--- src/rtl/encoder16x4_seq_if.sv ---
// Request/response bundle for encoder16x4_seq.
// The producer drives the master side and encoder16x4_seq takes the slave side.
interface encoder16x4_seq_if;
    logic        en;
    logic        load;
    logic [15:0] din;
    logic        ack;
    logic [3:0]  dout;
    logic        valid;
    logic        busy;
    logic [4:0]  remaining;
    logic        done;

    modport master (
        output en, load, din, ack,
        input  dout, valid, busy, remaining, done
    );

    modport slave (
        input  en, load, din, ack,
        output dout, valid, busy, remaining, done
    );
endinterface

--- src/rtl/encoder16x4_seq.sv ---
// Sequential 16-to-4 priority encoder.
// A multi-hot vector is captured and its set bit indices are emitted one per
// acknowledge, lowest index first. A one-cycle done pulse marks the end.
module encoder16x4_seq (
    input  logic                 clk,
    input  logic                 rst,
    encoder16x4_seq_if.slave     bus
);

    localparam logic [0:0] IDLE = 1'b0;
    localparam logic [0:0] OUT  = 1'b1;

    logic [0:0]  r_state;
    logic [15:0] r_pend;
    logic [3:0]  r_dout;
    logic        r_valid;
    logic        r_busy;
    logic [4:0]  r_rem;
    logic        r_done;

    logic [15:0] w_cleared;
    logic        w_load_go;
    logic        w_ack_go;

    // Index of the lowest set bit; 0 for an all-zero vector.
    function automatic logic [3:0] lowest_idx(input logic [15:0] v);
        logic [3:0] idx;
        idx = 4'd0;
        for (int i = 15; i >= 0; i--) begin
            if (v[i]) idx = 4'(i);
        end
        return idx;
    endfunction

    // Number of set bits, 0..16.
    function automatic logic [4:0] popcount16(input logic [15:0] v);
        logic [4:0] cnt;
        cnt = 5'd0;
        for (int i = 0; i < 16; i++) begin
            cnt = cnt + 5'(v[i]);
        end
        return cnt;
    endfunction

    // The pending set with the code currently on dout removed.
    assign w_cleared = r_pend & ~(16'h0001 << r_dout);

    // Qualified load (idle only, non-empty vector) and qualified ack (outputting only).
    assign w_load_go = bus.en && (r_state == IDLE) && bus.load && (bus.din != 16'h0000);
    assign w_ack_go  = bus.en && (r_state == OUT) && bus.ack && r_valid;

    // FSM plus pending set; done is cleared every edge, so a pulse drops even while en=0.
    always_ff @(posedge clk or posedge rst) begin
        if (rst) begin
            r_state <= IDLE;
            r_pend  <= 16'h0000;
            r_dout  <= 4'd0;
            r_valid <= 1'b0;
            r_busy  <= 1'b0;
            r_rem   <= 5'd0;
            r_done  <= 1'b0;
        end else begin
            r_done <= 1'b0;
            if (w_load_go) begin
                r_state <= OUT;
                r_pend  <= bus.din;
                r_dout  <= lowest_idx(bus.din);
                r_rem   <= popcount16(bus.din);
                r_valid <= 1'b1;
                r_busy  <= 1'b1;
            end else if (w_ack_go) begin
                r_pend <= w_cleared;
                if (w_cleared != 16'h0000) begin
                    r_dout <= lowest_idx(w_cleared);
                    r_rem  <= r_rem - 5'd1;
                end else begin
                    // Last code consumed: dout keeps its final value.
                    r_state <= IDLE;
                    r_rem   <= 5'd0;
                    r_valid <= 1'b0;
                    r_busy  <= 1'b0;
                    r_done  <= 1'b1;
                end
            end
        end
    end

    assign bus.dout      = r_dout;
    assign bus.valid     = r_valid;
    assign bus.busy      = r_busy;
    assign bus.remaining = r_rem;
    assign bus.done      = r_done;

endmodule

--- src/flat_wrapper.sv ---
// flat-port wrapper written by rule: the top's interface ports become plain ports
module encoder16x4_seq_flat 
  (clk, rst, bus_en, bus_load, bus_din, bus_ack, bus_dout, bus_valid, bus_busy, bus_remaining, bus_done);
  encoder16x4_seq_if bus_i ();
  input  logic clk;
  input  logic rst;
  input wire logic [$bits(bus_i.en)-1:0] bus_en;
  input wire logic [$bits(bus_i.load)-1:0] bus_load;
  input wire logic [$bits(bus_i.din)-1:0] bus_din;
  input wire logic [$bits(bus_i.ack)-1:0] bus_ack;
  output wire logic [$bits(bus_i.dout)-1:0] bus_dout;
  output wire logic [$bits(bus_i.valid)-1:0] bus_valid;
  output wire logic [$bits(bus_i.busy)-1:0] bus_busy;
  output wire logic [$bits(bus_i.remaining)-1:0] bus_remaining;
  output wire logic [$bits(bus_i.done)-1:0] bus_done;
  assign bus_i.en = bus_en;
  assign bus_i.load = bus_load;
  assign bus_i.din = bus_din;
  assign bus_i.ack = bus_ack;
  assign bus_dout = bus_i.dout;
  assign bus_valid = bus_i.valid;
  assign bus_busy = bus_i.busy;
  assign bus_remaining = bus_i.remaining;
  assign bus_done = bus_i.done;
  encoder16x4_seq u_core (.clk(clk), .rst(rst), .bus(bus_i));
endmodule
--- config.mk ---
export PLATFORM = sky130hd
export DESIGN_NAME = encoder16x4_seq_flat
export DESIGN_NICKNAME = d
export VERILOG_FILES = /design/src/rtl/encoder16x4_seq_if.sv /design/src/rtl/encoder16x4_seq.sv /design/src/flat_wrapper.sv
export SDC_FILE = /design/constraint.sdc
export NUM_CORES = 1
export LEC_CHECK = 0
export CORE_MARGIN = 1
export CORE_UTILIZATION = 30
export CTS_BUF_LIST = sky130_fd_sc_hd__clkbuf_4 sky130_fd_sc_hd__clkbuf_8
export CTS_CLUSTER_SIZE = 10
export DETAILED_ROUTE_END_ITERATION = 8
export SLEW_MARGIN = 20
export SYNTH_ARGS = -nofsm -noshare
export SYNTH_HDL_FRONTEND = slang
export SYNTH_SLANG_ARGS = --single-unit
--- constraint.sdc ---
create_clock -name clk -period 3.1 [get_ports clk]
set_input_delay 0.93 -clock clk [delete_from_list [all_inputs] [get_ports clk]]
set_output_delay 0.93 -clock clk [all_outputs]
set_load 0.005 [all_outputs]
==> impl_metrics.toml, run 1 <==
[placed_design]
dpl.hpwl_mm = 5.69
post-place-cells = 450
port_buffers = 32
place_congestion = 0.881

[timing]
clock.fmax_ghz = 0.245
clock_skew_ns = 0.00853
tns_ns = -4.40
slew_headroom_pct = 48.3
min_period_ns = 4.08
final-hold-violation-count = 0
hold-worst-slack_ns = 0.559
grt_setup_unrepaired = "true"
min_period_over_period_pct = 132
worstMarginPinSlew_ns = 0.775
slew_violations = 0
setup_viol = 5
setup_ws_ns = -0.979

[hold_path]
hp-class = "reg2reg"
hold_start = "u_core.r_pend[10]$_DFFE_PP0P_"
min_to = "u_core.r_pend[10]$_DFFE_PP0P_"
worstHoldPathCells = 2

[route]
met2_length_mm = 3.15
dr.pass1.iters = 5
drt_drc_violations_left = 0
antenna_left = 0
wl_per_cell_um = 15.8
finalWirelength_mm = 7.17
drt_iter0_markers = 244
vias = 2474
wl_met1_mm = 3.48
highest_layer = "met4"
wl_met3_um = 483
vias_per_cell = 5.44

[clocking]
clock_path_buffers = 2
clockRootBuffer = "clkbuf_8"
clkSinkCount = 27
path_clk_slew_ns = 0.09
clk_latency_ns = 0.28
cts-htree-levels = 1
cts_tree = "built"
numCtsBuffers = 3

[cells_and_area]
layout-drive-gt1-share_pct = 22.9
instances_no_fill = 455
syn_to_final_growth_pct = 35.1
nets = 393
diodes = 0

[grt]
antenna_found_initial = 0
grt_pass1_vias = 2290
overflow = 0
grt_max_degree = 28
grt_usage_pct = 17.7
grt_pass1_wl_mm = 11.7

[critical_path]
startpoint_type = "primary input"
reg2reg_slack_ns = 0.50
r2r-end = "u_core.bus.dout[1]$_DFFE_PP0P_"
worstSetupPathType = "in2reg"
reg2reg_from = "u_core.bus.dout[0]$_DFFE_PP0P_"
end_kind = "register"
cp_data_required_time_ns = 3.30
r2r_cells = 6
path_max_fanout = 2
critPathArrivalTime_ns = 4.28

[floorplan]
rows = 32
core_region_area_um2 = 7770
dieArea_um2 = 8400
die_x_um = 91.6
ios = 33
start_util_pct = 31.0
die_y_um = 91.6

[synthesis]
yosysSeqAreaShare_pct = 28.0
syn-num-nets = 324
synthFlopType = "dfrtp_1"
synth_top_area_cell = "dfrtp_1"
netlist_top_cells_area = "dfrtp_1 (28%), fa_1 (8.3%), o21ai_0 (6.6%)"
synth_common_cells = "o21ai_0 (32), dfrtp_1 (27), inv_1 (26)"
synthDistinctLibCells = 58
synthArstFlopShare_pct = 100
yosysMostFrequentCell = "o21ai_0"
yosysWarnings = 0
synth_top_area_share_pct = 28.0
synth-edff-count = 0
ys_ff_latch = 27
netlist_area_um2 = 2410
syn_avg_cell_area_um2 = 8.46
synthCells = 285

[run_status]
violations = "negative setup slack"
status = "finished with violations"

[job]
maxCapViolCount = 0

[pwr]
ir_worst_vdd_mv = 0.228
p_per_area_nw_per_um2 = 803
total_leakage_power_uw = 0.00142
[placed cells by master, fill, tap and decap left out, types with 3 or more instances in the layout]
cell and count:
a21o_1 4, a21oi_1 19, a22o_1 5, a31oi_1 9, and3_1 4, buf_4 47
clkbuf_8 3, clkdlybuf4s50_1 25, dfrtp_1 27, dlygate4sd2_1 5, fa_1 7, fa_2 3
ha_1 7, inv_1 16, inv_2 8, mux2_2 3, mux2i_1 4, nand2_1 16
nand2b_1 3, nand3_1 5, nor2_1 24, nor2b_1 5, nor3_1 7, nor3b_1 4
o21ai_0 30, o32ai_1 3
[stage by stage]
step | utilization [%] | total power, uW | instance area [um2] | setup WS [ns]
2_1_floorplan | - | 1830 | 2450 | -1.04
3_3_place_gp | 41.0 | 2350 | 3180 | -1.76
3_5_place_dp | 41.0 | 2370 | 3180 | -1.82
4_1_cts | 41.6 | 2590 | 3230 | -1.26
5_1_grt | 41.9 | 2840 | 3260 | -1.09
6_report | 41.9 | 2610 | 3260 | -0.979
[layer usage]
| layer | up-vias | global-route usage (%) |
|---|---|---|
| li1 | 1196 | - |
| met1 | 1176 | 27.0 |
| met2 | 96 | 26.3 |
| met3 | 6 | 2.16 |
| met4 | 0 | 3.97 |
| met5 | - | 0 |
[layout make-up]
| type | instances | area (um2) |
|---|---|---|
| Sequential cell | 27 | 676 |
| Clock buffer | 3 | 41.3 |
| Multi-Input combinational cell | 216 | 1590 |
| Fill cell | 790 | 4510 |
| Inverter | 26 | 115 |
| Timing Repair Buffer | 80 | 702 |
| Tap cell | 102 | 128 |
| Clock inverter | 1 | 5.00 |
[kinds of logic after synthesis]
logic type,share of synthesized area (%)
buffers and inverters,7.27
multiplexers,3.69
AO/OA/AOI/OAI,30.4
XOR/XNOR,0.727
adder cells (fa/ha/maj),12.5
AND/OR/NAND/NOR,17.4
flip-flops,28.0
[state kept, by name (all words and copies together), names as in the netlist]
| signal | count |
|---|---|
| u_core.bus.remaining | 5 |
| u_core.bus.done | 1 |
| u_core.r_pend | 16 |
| u_core.r_state | 1 |
| u_core.bus.dout | 4 |
[worst max-delay path by stage]
stage / start / endpoint / slack, ns / cells past startpoint
after floorplan: bus_din[1] / u_core.bus.remaining[3]$_DFFE_PP0P_ / -1.04 / 14
after global placement: bus_din[1] / u_core.bus.remaining[3]$_DFFE_PP0P_ / -1.76 / 16
after detailed placement: bus_din[1] / u_core.bus.remaining[3]$_DFFE_PP0P_ / -1.82 / 16
after CTS: bus_din[1] / u_core.bus.remaining[1]$_DFFE_PP0P_ / -1.26 / 14
after global routing: bus_din[1] / u_core.bus.remaining[1]$_DFFE_PP0P_ / -1.09 / 13
final: bus_din[1] / u_core.bus.remaining[1]$_DFFE_PP0P_ / -0.98 / 13
[critical path: stages]
cell      delay, ns
buf_12         0.09
inv_12         0.03
ha_4           0.24
inv_2          0.03
fa_2           0.53
fa_1           0.43
fa_1           0.46
fa_1           0.51
inv_2          0.04
fa_2           0.34
inv_2          0.06
fa_2           0.43
o221ai_2       0.16
[power breakdown]
part / internal, uW / switching (uW)
Combinational: 838 / 780
Clock: 90.5 / 117
Sequential: 495 / 293
[repair_timing]
action / in CTS / in global routing
endpoints found under the setup margin: 5 / 5
gates cloned: 0 / 0
hold buffers: 0 / 0
setup buffers: 1 / 1
pin swaps: 11 / 8
gates resized for setup: 19 / 10
No activity file was read; power rests on OpenSTA's default activity.
==> inputs of run 2 (changes only) <==
Settings changed: SLEW_MARGIN 20 to 0.
==> results of run 2 <==
Final layout, timing and power as in run 1 (identical DEF).
==> inputs of run 3 (changes only) <==
Settings changed: SLEW_MARGIN 0 to default.
==> results of run 3 <==
Final layout, timing and power as in run 1 (identical DEF).
